[config.mk]
export PLATFORM = sky130hd
export DESIGN_NAME = touch_pad_decoder
export DESIGN_NICKNAME = d
export VERILOG_FILES = /design/src/rtl/touch_pad_pkg.sv /design/src/rtl/touch_pad_debounce.sv /design/src/rtl/touch_pad_decoder.sv
export SDC_FILE = /design/constraint.sdc
export NUM_CORES = 1
export LEC_CHECK = 0
export ABC_AREA = 1
export CORE_UTILIZATION = 63
export DETAILED_ROUTE_END_ITERATION = 10
export MAX_ROUTING_LAYER = met4
export PLACE_DENSITY_LB_ADDON = 0.08
export REMOVE_ABC_BUFFERS = 1
export SYNTH_ARGS = -nofsm -noshare
export SYNTH_HDL_FRONTEND = slang
export SYNTH_HIERARCHICAL = 1
export SYNTH_SLANG_ARGS = --single-unit
[constraint.sdc]
create_clock -name clk -period 1.99 [get_ports clk]
set_input_delay 0.199 -clock clk [delete_from_list [all_inputs] [get_ports clk]]
set_output_delay 0.199 -clock clk [all_outputs]
set_load 0.05 [all_outputs]
[src/rtl/touch_pad_pkg.sv]
// Shared event encodings and sizing helpers
// for the touch pad reader.
package touch_pad_pkg;

  localparam int KIND_W = 2;

  typedef enum logic [KIND_W-1:0] {
    EVT_PRESS   = 2'd0,
    EVT_RELEASE = 2'd1,
    EVT_LONG    = 2'd2
  } evt_kind_e;

  function automatic int pad_w(input int n);
    return (n > 1) ? $clog2(n) : 1;
  endfunction

endpackage

[src/rtl/touch_pad_debounce.sv]
// One pad: synchroniser, debounce counter,
// hold counter and single-cycle event pulses.
module touch_pad_debounce #(
  parameter int DEBOUNCE_CYCLES   = 48000,
  parameter int LONG_PRESS_CYCLES = 48000000
) (
  input  logic clk,
  input  logic rst_n,
  input  logic pad_n,
  output logic pressed,
  output logic press_evt,
  output logic release_evt,
  output logic long_evt
);

  localparam int DW = $clog2(DEBOUNCE_CYCLES) + 1;
  localparam int LW = $clog2(LONG_PRESS_CYCLES) + 1;
  localparam logic [DW-1:0] DB_LAST =
    DW'(DEBOUNCE_CYCLES - 1);
  localparam logic [LW-1:0] HOLD_LAST =
    LW'(LONG_PRESS_CYCLES - 1);
  localparam logic [LW-1:0] HOLD_SAT =
    LW'(LONG_PRESS_CYCLES);

  logic [1:0]    sync_q;
  logic          sync;
  logic          flip;
  logic [DW-1:0] db_cnt;
  logic [LW-1:0] hold_cnt;

  assign sync = ~sync_q[1];
  assign flip = (sync != pressed) &&
                (db_cnt == DB_LAST);

  always_ff @(posedge clk or negedge rst_n) begin
    if (!rst_n) begin
      sync_q      <= 2'b11;
      pressed     <= 1'b0;
      db_cnt      <= '0;
      hold_cnt    <= '0;
      press_evt   <= 1'b0;
      release_evt <= 1'b0;
      long_evt    <= 1'b0;
    end else begin
      sync_q      <= {sync_q[0], pad_n};
      press_evt   <= 1'b0;
      release_evt <= 1'b0;
      long_evt    <= 1'b0;
      if (sync == pressed) begin
        db_cnt <= '0;
      end else if (flip) begin
        db_cnt      <= '0;
        pressed     <= sync;
        press_evt   <= sync;
        release_evt <= ~sync;
      end else begin
        db_cnt <= db_cnt + DW'(1);
      end
      // A release on the maturing cycle wins over LONG
      if (flip && sync) begin
        hold_cnt <= '0;
      end else if (pressed && !flip) begin
        if (hold_cnt == HOLD_LAST) begin
          hold_cnt <= HOLD_SAT;
          long_evt <= 1'b1;
        end else if (hold_cnt != HOLD_SAT) begin
          hold_cnt <= hold_cnt + LW'(1);
        end
      end
    end
  end

endmodule

[src/rtl/touch_pad_decoder.sv]
// Touch pad reader: per-pad debounce, pending
// slots, round-robin arbiter, event stream out.
module touch_pad_decoder
  import touch_pad_pkg::*;
#(
  parameter int NUM_PADS          = 2,
  parameter int DEBOUNCE_CYCLES   = 48000,
  parameter int LONG_PRESS_CYCLES = 48000000,
  localparam int PW = pad_w(NUM_PADS)
) (
  input  logic                clk,
  input  logic                rst_n,
  input  logic [NUM_PADS-1:0] pad_n,
  output logic [NUM_PADS-1:0] pressed,
  output logic                evt_valid,
  input  logic                evt_ready,
  output logic [PW-1:0]       evt_pad,
  output logic [KIND_W-1:0]   evt_kind,
  output logic                evt_dropped
);

  logic [NUM_PADS-1:0] press_e;
  logic [NUM_PADS-1:0] rel_e;
  logic [NUM_PADS-1:0] long_e;
  logic [NUM_PADS-1:0] new_e;
  logic [NUM_PADS-1:0] slot_v;
  logic [NUM_PADS-1:0] drain;
  logic [NUM_PADS-1:0] lost;
  evt_kind_e           new_k  [NUM_PADS];
  evt_kind_e           slot_k [NUM_PADS];

  logic          load;
  logic          found;
  logic [PW-1:0] gnt;
  logic [PW-1:0] last;

  assign load = ~evt_valid | evt_ready;
  assign lost = new_e & slot_v & ~drain;

  for (genvar gi = 0; gi < NUM_PADS; gi++) begin : g_pad
    evt_kind_e kind_q;
    logic      v_q;

    touch_pad_debounce #(
      .DEBOUNCE_CYCLES  (DEBOUNCE_CYCLES),
      .LONG_PRESS_CYCLES(LONG_PRESS_CYCLES)
    ) u_db (
      .clk        (clk),
      .rst_n      (rst_n),
      .pad_n      (pad_n[gi]),
      .pressed    (pressed[gi]),
      .press_evt  (press_e[gi]),
      .release_evt(rel_e[gi]),
      .long_evt   (long_e[gi])
    );

    assign new_e[gi] = press_e[gi] | rel_e[gi] |
                       long_e[gi];
    assign new_k[gi] = press_e[gi] ? EVT_PRESS :
                       rel_e[gi]   ? EVT_RELEASE :
                                     EVT_LONG;
    assign drain[gi] = load & found &
                       (gnt == PW'(gi));
    assign slot_v[gi] = v_q;
    assign slot_k[gi] = kind_q;

    // A slot emptied this cycle may take a new event
    always_ff @(posedge clk or negedge rst_n) begin
      if (!rst_n) begin
        v_q    <= 1'b0;
        kind_q <= EVT_PRESS;
      end else if (new_e[gi] &&
                   (!v_q || drain[gi])) begin
        v_q    <= 1'b1;
        kind_q <= new_k[gi];
      end else if (drain[gi]) begin
        v_q <= 1'b0;
      end
    end
  end

  always_comb begin
    int s;
    logic [PW-1:0] idx;
    found = 1'b0;
    gnt   = '0;
    s     = 0;
    idx   = '0;
    for (int k = 1; k <= NUM_PADS; k++) begin
      s = int'(last) + k;
      if (s >= NUM_PADS) s = s - NUM_PADS;
      idx = PW'(s);
      if (!found && slot_v[idx]) begin
        found = 1'b1;
        gnt   = idx;
      end
    end
  end

  always_ff @(posedge clk or negedge rst_n) begin
    if (!rst_n) begin
      evt_valid   <= 1'b0;
      evt_pad     <= '0;
      evt_kind    <= '0;
      evt_dropped <= 1'b0;
      last        <= '0;
    end else begin
      evt_dropped <= |lost;
      if (load) begin
        evt_valid <= found;
        if (found) begin
          evt_pad  <= gnt;
          evt_kind <= slot_k[gnt];
          last     <= gnt;
        end
      end
    end
  end

endmodule

==> flow_summary.yaml <==
clock_tree:
  cts_tree: "done"
  cts-root-buf: "clkbuf_8"
  clk_latency_ns: 0.39
  clk_pin_slew_ns: 0.11
  cts_buffer_depth: 2
  htree_num_levels: 3
  cts_made_buffers: 9
  clkSinkCount: 111
hold_path:
  min_from: "pad_n[0]"
  worstHoldPathType: "in2reg"
  hold_end: "g_pad[0].u_db/sync_q[0]$_DFF_PN1_"
  whs_path_depth: 1
detailed_routing:
  drtIter0Drc: 310
  vias_per_cell: 5.221
  first_pass_iters: 5
  route.met2.wl_um: 6874
  dr.max_layer_used: "met4"
  drt_drc_violations_left: 0
  wirelength_um: 15080
  wl_met3_um: 701
  vias: 6239
  wl_per_cell_um: 12.62
  met1_length_um: 7166
  detail-route-antenna-nets: 0
timing:
  worstMarginPinSlew_ns: 0.5329
  clock_skew_ns: 0.01214
  layout_min_cycle_time_ns: 1.854
  fin_ws_ns: 0.1358
  setup_viol: 0
  finalCritPeriodShare: 0.9318
  relSlewSlack: 0.6436
  fmax_mhz: 539.3
  final_max_slew_viol_count: 0
  hold_viol: 0
setup_path:
  max_stage_delay_ns: 0.85
  r2r_slack_ns: 0.17
  reg2reg_to: "g_pad[0].u_db/hold_cnt[3]$_DFFE_PN0P_"
  arrival_ns: 1.66
  crit_type: "reg2out"
  reg2reg_depth: 10
  cp-end-kind: "output pin"
  crit_required_ns: 1.79
  start_kind: "flip-flop"
  cp_num_buf_inv: 1
  r2r-start: "g_pad[0].u_db/hold_cnt[0]$_DFFE_PN0P_"
  cp_cell_sequence: "clkdlybuf4s50_1"
  crit_family: "buffers and inverters"
  crit_fanout: 4
  cpMaxStageDelayCell: "clkdlybuf4s50_1"
yosys:
  syn-mean-instance-area_um2: 6.832
  syn-instance-count: 1024
  ys_seq_elements: 111
  seq_area_frac_synth: 0.3978
  ys_types: 30
  syn_area_um2: 6995
  yosysWarnings: 6
die:
  start_util: 0.6453
  num_rows: 38
  coreArea_um2: 10840
  die_area_um2: 11530
  die_w_um: 107.4
  die_h_um: 107.4
  ios: 12
final_layout:
  fin_area_um2: 7589
  seq_area_um2: 2783
  fin_util: 0.7000
  fillers: 968
  multi_input_area_um2: 3720
  antenna_cells: 0
  drive_gt1_frac: 0.07488
  instances_no_fill: 1195
  syn_to_final_growth_pct: 8.478
  nNetsFinal: 1061
power:
  p_leak_nw: 3.640
  ir_worst_vdd_mv: 0.5314
  power.density_nw_per_um2: 504.4
grt:
  overflow: 0
  grt_pass1_wl_um: 26030
  grt_pass1_vias: 5672
  track_usage: 0.2923
  grt_max_degree: 47
  antenna_found_initial: 0
job:
  maxCapViolations: 0
placed_design:
  preCtsSetupSlack_ns: 0.1093
  portBuffers: 11
  dpl_cell_area_um2: 7306
  dp.cells: 1175
  dp_hpwl_um: 11000
  place.gp.congestion: 0.9584
run_status:
  status: "finished clean"
## worst max path at each step
stage                                          start  slack, ns                                     end  depth (start not counted)
4_1_cts        g_pad[0].u_db/hold_cnt[1]$_DFFE_PN0P_       0.09  g_pad[0].u_db/hold_cnt[11]$_DFFE_PN0P_                         10
3_3_place_gp   g_pad[0].u_db/hold_cnt[1]$_DFFE_PN0P_       0.14  g_pad[0].u_db/hold_cnt[21]$_DFFE_PN0P_                         10
2_1_floorplan  g_pad[0].u_db/hold_cnt[1]$_DFFE_PN0P_       0.22  g_pad[0].u_db/hold_cnt[17]$_DFFE_PN0P_                         10
5_1_grt        g_pad[0].u_db/hold_cnt[0]$_DFFE_PN0P_     -0.004   g_pad[0].u_db/hold_cnt[3]$_DFFE_PN0P_                         10
3_5_place_dp       g_pad[0].u_db/db_cnt[0]$_DFF_PN0_       0.11  g_pad[0].u_db/hold_cnt[11]$_DFFE_PN0P_                          8
6_report           g_pad[1].u_db/pressed$_DFFE_PN0P_       0.14                              pressed[1]                          1
## area by class of cell
cell class / instances / share of cell area
Clock buffer: 9 / 0.01632
Clock inverter: 7 / 0.01171
Inverter: 106 / 0.05293
Multi-Input combinational cell: 791 / 0.4902
Sequential cell: 111 / 0.3667
Tap cell: 140 / 0.02308
Timing Repair Buffer: 31 / 0.03908
## cells in the mapped netlist (all sizes together)
cell type,number,area share
nor3,14,0.011
xnor2,8,0.010
nand2,371,0.21
nand3b,17,0.018
dfstp,4,0.015
or2,2,0.0018
clkinv,2,0.0011
buf,14,0.016
dfrtp,107,0.38
nor2,192,0.11
a31oi,2,0.0018
a21oi,2,0.0014
clkbuf,2,0.0011
nand4,20,0.018
inv,104,0.056
nand3,103,0.081
ha,6,0.011
o21ai,12,0.0086
nor3b,6,0.0064
xor2,36,0.045
## flip-flops by register name (all words and copies together), names as in the netlist
register and count:
g_pad.kind_q 4, g_pad.u_db/sync_q 4, evt_valid 1, g_pad.u_db/release_evt 2, g_pad.u_db/long_evt 2, evt_pad 1
g_pad.u_db/press_evt 2, evt_dropped 1, evt_kind 2, g_pad.u_db/db_cnt 34, g_pad.u_db/pressed 2, g_pad.u_db/hold_cnt 54
g_pad.v_q 2
## what timing repair did
action | 4_1_cts | 5_1_grt
setup buffers | 0 | 3
endpoints found under the hold margin | 35 | 0
resized for setup | 0 | 7
endpoints found under the setup margin | 0 | 54
hold buffers | 1 | 0
## layer usage
layer,vias to the layer above,global-route usage
li1,3245,-
met1,2824,0.3877
met2,140,0.4544
met3,30,0.05508
met4,0,0.09393
met5,-,-
## power breakdown
part / switching (mW) / internal (mW)
sequential: 0.0106 / 2.27
clock: 0.836 / 0.611
combinational: 0.0696 / 0.0295
## through the flow
stage	TNS, ns	hold slack, ns	total power [mW]
2_1_floorplan	0	-0.09659	2.354
3_3_place_gp	0	0.2081	2.427
3_5_place_dp	0	0.2104	2.428
4_1_cts	0	0.1823	3.885
5_1_grt	-0.008822	0.1709	3.996
6_report	0	0.1994	3.827
## cells in the final DEF, fill, tap and decap left out, types with 2 or more instances in the layout
cell             Yosys  routed
nor3_1              12      12
buf_4                6      15
o21ai_0             12      12
dfstp_2              4       4
a31oi_1              2       2
nand2_8              0       2
nand3_2              5       6
a21oi_1              2       2
inv_1               96      96
nand4_1             20      20
clkdlybuf4s50_1      0      10
inv_2                8       8
inv_6                0       2
nand3b_1            17      17
nand3_4              2       2
xor2_1              36      36
nand2_2              7       7
nor2_4               2       2
or2_0                2       2
nand3_1             96      95
nand2_4              5       3
nor2_1             184     184
dfrtp_1            107     107
nor2_2               6       6
xnor2_1              8       8
buf_12               0       2
nand2_1            359     359
buf_6                4       3
ha_1                 6       6
clkbuf_8             0       9
nor3_2               2       2
nor3b_1              6       6
## cells by family (layout without fill, tap and decap cells)
group	after synthesis	in the layout	share of synthesized area
AOI/OAI and AO/OA	16	16	0.01180
buffers and inverters	122	153	0.07369
xor gates and xnor gates	44	44	0.05509
and+or+nand+nor	725	725	0.4509
DFF	111	111	0.3978
adders and majority gates	6	6	0.01073
## worst reg2reg max path, delay by kind of cell, from the launching register on
family / cells / cell delay (ns)
buffers and inverters: 2 / 0.30
adder cells (fa/ha/maj): 1 / 0.22
AND/OR/NAND/NOR: 7 / 0.82
flip-flops: 1 / 0.41
(Power assumes the default switching activity.)
